[config.mk]
export PLATFORM = sky130hd
export DESIGN_NAME = fft_ctrl
export DESIGN_NICKNAME = d
export VERILOG_FILES = /design/src/rtl/fft_ctrl.sv
export SDC_FILE = /design/constraint.sdc
export NUM_CORES = 1
export LEC_CHECK = 0
export ABC_AREA = 1
export BUFFER_PORTS_ARGS = -buffer_cell sky130_fd_sc_hd__buf_2
export CORE_UTILIZATION = 56
export CTS_CLUSTER_SIZE = 20
export DETAILED_ROUTE_END_ITERATION = 12
export MAX_ROUTING_LAYER = met4
export PLACE_DENSITY = 0.78
export SYNTH_ARGS = -nofsm -noshare
export SYNTH_HDL_FRONTEND = slang
export SYNTH_SLANG_ARGS = --single-unit
export TNS_END_PERCENT = 20
[constraint.sdc]
create_clock -name clk -period 2.8 [get_ports clk]
set_clock_uncertainty 0.15 [all_clocks]
set_input_delay 0.14 -clock clk [delete_from_list [all_inputs] [get_ports clk]]
set_output_delay 0.14 -clock clk [all_outputs]
set_load 0.005 [all_outputs]
[src/rtl/fft_ctrl.sv]
// Sequencing controller for an in-place radix-2 DIT FFT: issues butterfly read/twiddle
// addresses each RUN cycle and replays them as write-back addresses after the pipeline delay.
module fft_ctrl #(
  parameter int unsigned LOGN     = 4,
  parameter int unsigned MEM_LAT  = 1,
  parameter int unsigned BFLY_LAT = 4
) (
  input  logic            clk,
  input  logic            rst,
  input  logic            start,
  output logic            busy,
  output logic            done,
  output logic [LOGN-1:0] stage,
  output logic            rd_en,
  output logic [LOGN-1:0] rd_addr_a,
  output logic [LOGN-1:0] rd_addr_b,
  output logic [LOGN-2:0] tw_addr,
  output logic            wr_en,
  output logic [LOGN-1:0] wr_addr_a,
  output logic [LOGN-1:0] wr_addr_b
);

  localparam int unsigned WbLat = MEM_LAT + BFLY_LAT;
  localparam int unsigned DcW   = $clog2(WbLat + 1);
  localparam int unsigned TwW   = LOGN - 1;

  localparam logic [LOGN-2:0] KLast     = '1;
  localparam logic [LOGN-1:0] LastStage = LOGN'(LOGN - 1);
  localparam logic [DcW-1:0]  DcLast    = DcW'(WbLat - 1);

  typedef enum logic [1:0] {StIdle, StRun, StDrain, StDone} state_e;

  state_e          state_q, state_d;
  logic [LOGN-2:0] k_q, k_d;
  logic [LOGN-1:0] stage_q, stage_d;
  logic [DcW-1:0]  dc_q, dc_d;

  // Next-state logic
  always_comb begin
    state_d = state_q;
    k_d     = k_q;
    stage_d = stage_q;
    dc_d    = dc_q;
    unique case (state_q)
      StIdle: begin
        if (start) begin
          state_d = StRun;
          k_d     = '0;
          stage_d = '0;
        end
      end
      StRun: begin
        k_d = k_q + 1'b1;
        if (k_q == KLast) begin
          state_d = StDrain;
          dc_d    = '0;
        end
      end
      StDrain: begin
        dc_d = dc_q + 1'b1;
        if (dc_q == DcLast) begin
          dc_d = '0;
          if (stage_q == LastStage) begin
            state_d = StDone;
          end else begin
            state_d = StRun;
            stage_d = stage_q + 1'b1;
            k_d     = '0;
          end
        end
      end
      StDone: begin
        state_d = StIdle;
        stage_d = '0;
      end
      default: state_d = StIdle;
    endcase
  end

  // Address generation from the next k/stage so the outputs come straight off registers.
  logic [LOGN-1:0] kx, half, mask, pos;
  logic [LOGN-1:0] addr_a_d, addr_b_d;
  logic [TwW-1:0]  tw_d;

  always_comb begin
    kx       = LOGN'(k_d);
    half     = LOGN'(1) << stage_d;
    mask     = half - LOGN'(1);
    pos      = kx & mask;
    addr_a_d = '0;
    addr_b_d = '0;
    tw_d     = '0;
    if (state_d == StRun) begin
      // Group bits move up one place to open a gap at bit 'stage' for the B partner.
      addr_a_d = ((kx & ~mask) << 1) | pos;
      addr_b_d = addr_a_d | half;
      tw_d     = TwW'(pos << (LastStage - stage_d));
    end
  end

  logic [LOGN-1:0] rd_addr_a_q, rd_addr_b_q;
  logic [TwW-1:0]  tw_q;

  always_ff @(posedge clk or posedge rst) begin
    if (rst) begin
      state_q     <= StIdle;
      k_q         <= '0;
      stage_q     <= '0;
      dc_q        <= '0;
      rd_addr_a_q <= '0;
      rd_addr_b_q <= '0;
      tw_q        <= '0;
    end else begin
      state_q     <= state_d;
      k_q         <= k_d;
      stage_q     <= stage_d;
      dc_q        <= dc_d;
      rd_addr_a_q <= addr_a_d;
      rd_addr_b_q <= addr_b_d;
      tw_q        <= tw_d;
    end
  end

  assign busy      = (state_q == StRun) || (state_q == StDrain);
  assign done      = (state_q == StDone);
  assign stage     = stage_q;
  assign rd_en     = (state_q == StRun);
  assign rd_addr_a = rd_addr_a_q;
  assign rd_addr_b = rd_addr_b_q;
  assign tw_addr   = tw_q;

  // Write-back delay line: one entry per RAM-read plus butterfly pipeline stage.
  logic [WbLat-1:0]           vld_q;
  logic [WbLat-1:0][LOGN-1:0] wa_q, wb_q;

  always_ff @(posedge clk or posedge rst) begin
    if (rst) begin
      vld_q <= '0;
      wa_q  <= '0;
      wb_q  <= '0;
    end else begin
      vld_q[0] <= rd_en;
      wa_q[0]  <= rd_addr_a_q;
      wb_q[0]  <= rd_addr_b_q;
      for (int unsigned i = 1; i < WbLat; i++) begin
        vld_q[i] <= vld_q[i-1];
        wa_q[i]  <= wa_q[i-1];
        wb_q[i]  <= wb_q[i-1];
      end
    end
  end

  assign wr_en     = vld_q[WbLat-1];
  assign wr_addr_a = wa_q[WbLat-1];
  assign wr_addr_b = wb_q[WbLat-1];

endmodule

==> results of run 1 <==
## routing by layer
| layer | GRT usage (%) | wire length [microns] | vias up |
|---|---|---|---|
| li1 | - | - | 736 |
| met1 | 21.5 | 1650 | 728 |
| met2 | 29.0 | 1900 | 23 |
| met3 | 7.99 | 114 | 4 |
| met4 | 6.12 | 27 | 0 |
| met5 | - | 0 | - |
## critical path, delay by kind of cell, from the launching register on
kind            cells  cell delay (ns)
simple gates        8             0.73
fa+ha+maj           2             0.55
flops               1             0.40
buf+inv             5             0.37
compound gates      2             0.29
## final timing paths
kind,to
min in group asynchronous,vld_q[0]
setup / recovery,tw_addr[2]
hold / removal,state_q[0]
hold reg to reg,wa_q[4]
setup reg to reg,tw_addr[2]
max in group asynchronous,wb_q[4]
## state kept, by name, indices dropped and copies added, names as in the netlist
name / count
wr_addr_a: 4
stage: 4
state_q: 2
rd_addr_b: 4
rd_addr_a: 4
wb_q: 16
wa_q: 16
k_q: 3
vld_q: 5
tw_addr: 3
dc_q: 3
wr_addr_b: 4
## placed cells by master (no fill, tap or decap)
| master | n |
|---|---|
| a21oi_1 | 9 |
| o22ai_1 | 1 |
| nand3_2 | 4 |
| a22o_1 | 2 |
| clkinvlp_4 | 2 |
| nand2_2 | 7 |
| clkinv_2 | 3 |
| buf_2 | 29 |
| ha_2 | 1 |
| nor2_8 | 1 |
| nand2_4 | 4 |
| xor2_1 | 1 |
| nand3b_1 | 1 |
| buf_4 | 3 |
| nor4_1 | 1 |
| nor2_4 | 1 |
| o21ai_0 | 5 |
| a32oi_2 | 1 |
| dlygate4sd3_1 | 1 |
| inv_2 | 4 |
| o21bai_1 | 1 |
| ha_1 | 9 |
| o21ai_1 | 1 |
| nor3_1 | 1 |
| a21oi_2 | 3 |
| mux2i_1 | 1 |
| inv_1 | 21 |
| dfrtp_1 | 68 |
| bufinv_16 | 1 |
| o21ai_2 | 2 |
| nor2_1 | 11 |
| xnor2_1 | 1 |
| clkinv_4 | 1 |
| nand2_1 | 28 |
| clkbuf_8 | 10 |
| nand3_1 | 10 |
## logic make-up after synthesis
logic type	after synthesis	synth area share (%)
flops	68	66.7
mux	1	0.392
compound gates	25	6.38
xor+xnor	2	0.687
simple gates	69	14.7
buf+inv	34	6.23
fa+ha+maj	10	4.90
## per-stage QoR
step                      hold WS, ns  util [%]  total power [mW]  setup WS, ns  cell area (sq um)
final                           0.117      67.6              2.69         0.221               2940
after global routing            0.122      67.6              2.88       0.00406               2940
after CTS                       0.101      67.2              2.73         0.202               2930
after detailed placement       0.0677      62.4              1.94         0.229               2720
after global placement         0.0576      62.4              1.90         0.263               2720
after floorplan                 0.181         -              1.78         0.435               2550
## what timing repair did
action / in CTS / in global routing
buffers inserted: 0 / 1
hold endpoints to repair: 24 / 0
gates resized for setup: 0 / 3
endpoints found under the setup margin: 0 / 5
hold buffers: 1 / 0
## layout make-up
class                   instances  area (sq um)
clock buffers                  10           138
well taps                      52          65.1
fillers                       325          1410
multi-input cells             107           697
flip-flops and latches         68          1700
inverters                      26          98.8
clock inverters                 6          63.8
repair buffers                 33           178
## power by group through the flow
stage | combinational (mW) | clock (mW) | sequential, mW
finish | 0.518 | 0.778 | 1.40
global route | 0.593 | 0.851 | 1.43
CTS | 0.522 | 0.799 | 1.41
detailed placement | 0.517 | 0 | 1.42
global placement | 0.503 | 0 | 1.40
floorplan | 0.377 | 0 | 1.40
==> impl_metrics.ini, run 1 <==
[cells_and_area]
areaGrowthSynthToFinish_pct = 15.3
fin_nets = 258
drive_above_1_share_pct = 30.8
fin_cells = 302
antenna_cells = 0

[cts]
path_clk_slew_ns = 0.07
cts-root-buf = clkbuf_8
htree_levels = 3
clk_latency_ns = 0.33
cts_tree = done
numCtsBuffers = 9
clock-sinks = 68
cts_buffer_depth = 2

[logic_synthesis]
synth_nets = 222
ys_top_cells_by_count = 68 x dfrtp_1, 28 x nand2_1, 23 x inv_1
synth-seq-cells = 68
async_reset_ff_share_pct = 100
synth.most_common_cell = dfrtp_1
yosysTopAreaCell = dfrtp_1
seq_area_frac_synth_pct = 66.7
synth_area_per_cell_sq_um = 12.2
synthCells = 209
synth_cell_types = 29
syn-cell-area_sq_um = 2550
ys_top_cells_by_area = dfrtp_1 67%, ha_1 4.9%, nand2_1 4.1%
yosysWarnings = 0
synth_flop_cell = dfrtp_1
synth_edf_count = 0
netlist.area_leader.share_pct = 66.7

[setup_path]
critPathMaxFanout = 7
critPathLaunch = state_q[1]
critical_path.cell_chain = inv_1 > ha_1 > inv_2 > nand2_1 > inv_1 > nand2_1 > inv_2 > nand2_4 > nand2_4 > nor2_8 > nand3_1 > ha_1 > inv_1 > nand2_1 > a21oi_1 > nand2_1 > a21oi_1
r2r_cells = 17
worstPathArrival_ns = 2.68
required_ns = 2.90
r2r_slack_ns = 0.22
crit_top_cell = nand2_1
critPathMaxStageDelay_ns = 0.40
cp_slowest_cell = dfrtp_1
endpoint_kind = flop
worstSetupStartpointType = flop
r2r-start = state_q[1]
crit_type = flop to flop

[route]
drc = 0
vias = 1491
wl_per_cell_microns = 12.2
route.antenna.remaining_nets = 0
dr.pass1.iters = 4
drtIter0Drc = 108
totalWireLength_microns = 3690
viasPerCell = 4.94

[placed_design]
dp_cells = 284
gp_congestion = 0.890
dp_hpwl_microns = 2680
port_buffers = 29

[global_routing]
grt_max_degree = 27
antenna_found_initial = 0
grt_use_total_pct = 18.5
grt_pass1_vias = 1471
grt_pass1_wl_microns = 6500
grt-ovfl-total = 0

[floorplanning]
fp.coreArea_sq_um = 4350
die_height_microns = 69.5
ios = 30
rows = 24
die_x_microns = 69.5
initial_core_util_pct = 58.6
dieArea_sq_um = 4830

[job]
max_cap_violations = 0

[timing]
layout_min_cycle_time_ns = 2.58
fmax_mhz = 388
hold_viol = 0
tightest_slew_ns = 0.561
setup_viol = 0
fin_crit_sh_pct = 92.1
slew-limit-headroom_pct = 62.2
slew_viol_final = 0
rsz0062_at_grt = no
tns_ns = 0

[power]
p_leak_nw = 1.56
combPwrFrac_pct = 19.2
internal_power_mw = 1.93
power_frac_clock_pct = 28.9
vdd_drop_max_mv = 0.463
swShare_pct = 28.4
cellPowerDensity_nw_per_um2 = 916
p_seq_share_pct = 51.9
p_switching_uw = 765

[status]
status = finished, final reports clean

[hold_path]
hp-start = start
holdCritPathClass = primary input to flop
min_path_cells = 5
Note: power is estimated with default switching activity, not from simulation.
==> run 2, diff against run 1 <==
Settings changed: PLACE_DENSITY 0.78 to 0.77.
==> run 2 against run 1 <==
  * Clock power rose by 13%
  * Die area did not move
  * Non-clock buffer count did not move
  * Wire length rose by 2.7%
  * Sequential share of layout area fell by 0.49 points
  * Count of clock-buffer cells in the layout fell by 1
  * Critical path depth fell by 1
  * Critical path type unchanged
  * Largest power group unchanged
==> impl_metrics.ini, run 2 (synthesis gave the netlist of run 1 again) <==
[placed_design]
dp_hpwl_microns = 2560
dp_cells = 283
port_buffers = 29
gp_congestion = 0.838

[floorplanning]
fp.coreArea_sq_um = 4350
rows = 24
dieArea_sq_um = 4830
die_x_microns = 69.5
die_height_microns = 69.5
ios = 30
initial_core_util_pct = 58.6

[setup_path]
crit_type = flop to flop
critPathMaxFanout = 6
worstSetupStartpointType = flop
worstPathArrival_ns = 2.64
required_ns = 2.92
r2r_slack_ns = 0.28
endpoint_kind = flop

[power]
p_leak_nw = 1.58
internal_power_mw = 2.01
vdd_drop_max_mv = 0.462
combPwrFrac_pct = 18.8
power_frac_clock_pct = 31.3
p_switching_uw = 800
swShare_pct = 28.5
power_mw = 2.80
cellPowerDensity_nw_per_um2 = 945
p_seq_share_pct = 49.8

[route]
totalWireLength_microns = 3790
wl_per_cell_microns = 12.6
vias = 1485
drtIter0Drc = 103
dr.pass1.iters = 5
route.antenna.remaining_nets = 0
drc = 0
viasPerCell = 4.92

[timing]
tns_ns = 0
slew_viol_final = 0
hold_viol = 0
rsz0062_at_grt = no
slew-limit-headroom_pct = 55.7
fin_crit_sh_pct = 90.0
fmax_mhz = 397
layout_min_cycle_time_ns = 2.52
holdWs_ns = 0.0942
tightest_slew_ns = 0.665
setup_viol = 0

[cts]
path_clk_slew_ns = 0.07
clk_latency_ns = 0.34
cts_buffer_depth = 2
numCtsBuffers = 9
cts_tree = done
clock-sinks = 68
cts-root-buf = clkbuf_8
htree_levels = 3

[hold_path]
holdCritPathClass = primary input to flop

[cells_and_area]
final_cell_mix = 68 x dfrtp_1, 29 x buf_2, 28 x nand2_1
fin_nets = 258
areaGrowthSynthToFinish_pct = 16.3
multi_input_area_sq_um = 701
post-route-util_pct = 68.1
register_area_sq_um = 1700
final_common_cell = dfrtp_1
largestRegisters = wa_q x16, wb_q x16, vld_q x5
fin_cells = 302
drive_above_1_share_pct = 31.2
nFillCells = 300
antenna_cells = 0

[global_routing]
grt_pass1_vias = 1439
antenna_found_initial = 0
grt_pass1_wl_microns = 6580
grt_max_degree = 58
grt-ovfl-total = 0
grt_use_total_pct = 18.8

[status]
status = finished, final reports clean

[job]
max_cap_violations = 0
run 2: cell types whose count changed in the layout (fill, tap and decap cells not counted):
cell	previous run	this run
nand2_4	4	5
clkinv_2	3	2
clkbuf_8	10	9
bufinv_16	1	2
inv_2	4	5
clkinv_4	1	2
ha_1	9	8
inv_1	21	20
a21oi_1	9	10
clkinvlp_4	2	1
inv_6	0	1
ha_2	1	2
a21oi_2	3	2
nand2_2	7	6
run 2: power groups by stage:
stage	registers, mW	clock network (mW)	logic (mW)
after floorplan	1.40	0	0.377
after global placement	1.40	0	0.500
after detailed placement	1.42	0	0.512
after CTS	1.41	0.895	0.521
after global routing	1.44	0.937	0.598
final	1.40	0.879	0.528
run 2: layout make-up:
cell class              count  area share, %
inverters                  26           3.33
repair buffers             33           5.99
clock inverters             7           3.33
clock buffers               9           4.18
well taps                  52           2.19
multi-input cells         107           23.6
flip-flops and latches     68           57.4
run 2: critical path, cell delays in order (launching register included):
cell and delay, ns:
dfrtp_1 0.38, inv_1 0.06, ha_1 0.20, nand2_2 0.13
clkinv_2 0.12, nand2_2 0.12, nand2_2 0.08, nand2_1 0.11
nand2_4 0.08, inv_2 0.11, nand3_1 0.12, ha_1 0.33
inv_1 0.06, nand2_1 0.08, a21oi_1 0.14, nand3_1 0.08
a21oi_1 0.11
run 2: path summary, 6_finish.rpt:
path	start	to	depth (start not counted)
setup reg to reg	dc_q[0]	tw_addr[1]	16
max in group asynchronous	rst	wb_q[1]	4
setup / recovery	dc_q[0]	tw_addr[1]	16
hold reg to reg	wa_q[9]	wa_q[13]	0
min in group asynchronous	rst	dc_q[1]	3
hold / removal	start	state_q[1]	6
run 2: what timing repair did:
action / 4_1_cts / 5_1_grt
gates resized for setup: 0 / 5
setup endpoints to repair: 0 / 5
setup buffers: 0 / 2
endpoints found under the hold margin: 11 / 0
hold buffers: 1 / 0
run 2: routing by layer:
layer	wire length, microns	vias up	track usage (%)	share of wire, %
met1	1720	703	24.4	45
met2	1810	33	26.9	48
met4	114	0	9.52	3.0
met5	0	-	-	0
li1	-	736	-	-
met3	148	13	5.81	3.9
run 2: metrics by stage:
step,setup WS [ns],instance area (sq um)
after global routing,0.000749,2970
after CTS,0.202,2940
final,0.281,2970
after detailed placement,0.230,2710
after floorplan,0.435,2550
after global placement,0.261,2710
==> run 3, diff against run 2 <==
Settings changed: CORE_MARGIN from default to 10, CORE_UTILIZATION 56 to 59, CTS_BUF_LIST from default to sky130_fd_sc_hd__clkbuf_4, PLACE_DENSITY 0.77 to 0.81.
==> run 3 against run 2 <==
  * Critical path depth is the same
  * Via count rose by 2.5%
  * Wire length up 10%
  * Non-clock buffer count increased by 4
  * Cell count rose by 0.66%
  * Sequential share of layout area rose by 0.98 points
  * Worst setup slack got worse by 0.037 ns
  * Hold slack got worse by 0.037 ns
  * Critical endpoint unchanged
  * Largest cell class unchanged
==> impl_metrics.ini, run 3 (synthesis gave the netlist of run 1 again) <==
[status]
status = finished, final reports clean

[route]
drc = 0
drtIter0Drc = 60
totalWireLength_microns = 4190
viasPerCell = 5.01
dr.pass1.iters = 4
route.antenna.remaining_nets = 0
wl_per_cell_microns = 13.8
vias = 1522

[timing]
rsz0062_at_grt = no
worst_slack_ns = 0.244
layout_min_cycle_time_ns = 2.56
tns_ns = 0
setup_viol = 0
slew_viol_final = 0
tightest_slew_ns = 0.553
slew-limit-headroom_pct = 62.8
hold_viol = 0
fmax_mhz = 391
fin_crit_sh_pct = 91.3

[setup_path]
worstPathArrival_ns = 2.73
endpoint_kind = flop
critPathMaxFanout = 7
required_ns = 2.98
worstSetupStartpointType = flop
crit_type = flop to flop

[power]
power_mw = 2.58
p_leak_nw = 1.56
vdd_drop_max_mv = 0.571
cellPowerDensity_nw_per_um2 = 882

[cells_and_area]
antenna_cells = 0
final_common_cell = dfrtp_1
areaGrowthSynthToFinish_pct = 14.4
fin_nets = 262
largestRegisters = wa_q x16, wb_q x16, vld_q x5
final_cell_mix = 67 x dfrtp_1, 29 x buf_2, 27 x nand2_1
drive_above_1_share_pct = 32.3

[cts]
clock-sinks = 68
cts_buffer_depth = 2
clk_latency_ns = 0.40
cts-root-buf = clkbuf_4
cts_tree = done
numCtsBuffers = 9
htree_levels = 3
path_clk_slew_ns = 0.11

[global_routing]
grt_use_total_pct = 13.1
grt_max_degree = 36
antenna_found_initial = 0
grt-ovfl-total = 0
grt_pass1_vias = 1519
grt_pass1_wl_microns = 7310

[floorplanning]
dieArea_sq_um = 7350
ios = 30
die_height_microns = 85.8
die_x_microns = 85.8
fp.coreArea_sq_um = 4090
rows = 23
initial_core_util_pct = 62.4

[placed_design]
dp_slack_ns = 0.201
dp_hpwl_microns = 3020
port_buffers = 29
gp_congestion = 0.865

[job]
max_cap_violations = 0

[hold_path]
holdCritPathClass = primary input to asynchronous set/reset pin
==> run 3: changes by cell type in the layout (fill, tap and decap cells not counted), moves of 2 or more <==
cell      previous run  this run
clkbuf_4             0        10
clkbuf_8             9         0
nand2_2              6         8
buf_4                3         7
==> run 3: critical path: stages (launching register included) <==
cell	delay, ns
dfrtp_2	0.44
inv_1	0.10
ha_2	0.25
nand2_1	0.13
inv_1	0.05
nand2_1	0.07
inv_2	0.06
nand2_4	0.07
nand2_4	0.09
nor2_8	0.16
nand3_1	0.12
ha_1	0.32
inv_1	0.05
nand2_1	0.08
a21oi_1	0.14
nand3_1	0.08
a21oi_1	0.13
==> run 3: what timing repair did <==
item	in CTS	in global routing
hold endpoints to repair	68	0
gates resized for setup	0	6
hold buffers	1	0
setup endpoints to repair	0	5
setup buffers	0	5
==> run 3: power breakdown <==
| group | leakage [nW] | internal (mW) | switching, mW |
|---|---|---|---|
| clock | 0.0744 | 0.282 | 0.333 |
| combinational | 0.596 | 0.218 | 0.338 |
| sequential | 0.887 | 1.30 | 0.107 |
==> run 3: through the flow <==
| stage | area (sq um) | hold slack (ns) | utilization, % | std cells |
|---|---|---|---|---|
| final | 2920 | 0.0574 | 71.4 | 304 |
| after global routing | 2920 | 0.0515 | 71.4 | 304 |
| after CTS | 2860 | 0.0290 | 70.1 | 299 |
| after detailed placement | 2710 | -0.0606 | 66.4 | 282 |
| after global placement | 2710 | -0.0613 | 66.4 | 282 |
| after floorplan | 2550 | 0.181 | - | 209 |
==> run 3: routing by layer <==
metal / GRT usage, % / up-vias / routed length, microns
li1: - / 745 / -
met5: - / - / 0
met1: 14.9 / 729 / 1800
met2: 19.8 / 36 / 2030
met3: 5.39 / 12 / 236
met4: 5.84 / 0 / 121
==> run 3: final cells by class <==
type                       instances  area [sq um]
clock buffer                      10          75.1
clock inverter                     6          63.8
fill                             274          1170
inverter                          26          98.8
multi-input combinational        107           708
sequential                        68          1700
tap                               50          62.6
timing repair buffer              37           208
==> run 3: final timing paths <==
path	start	depth (start not counted)	slack [ns]	end
min in group clk	start	5	0.07	state_q[0]
worst max-delay path	state_q[0]	16	0.24	tw_addr[1]
worst max register to register	state_q[0]	16	0.24	tw_addr[1]
max in group asynchronous	rst	4	1.75	rd_addr_b[3]
worst min register to register	wb_q[4]	0	0.20	wb_q[8]
worst min-delay path	rst	3	0.06	state_q[1]
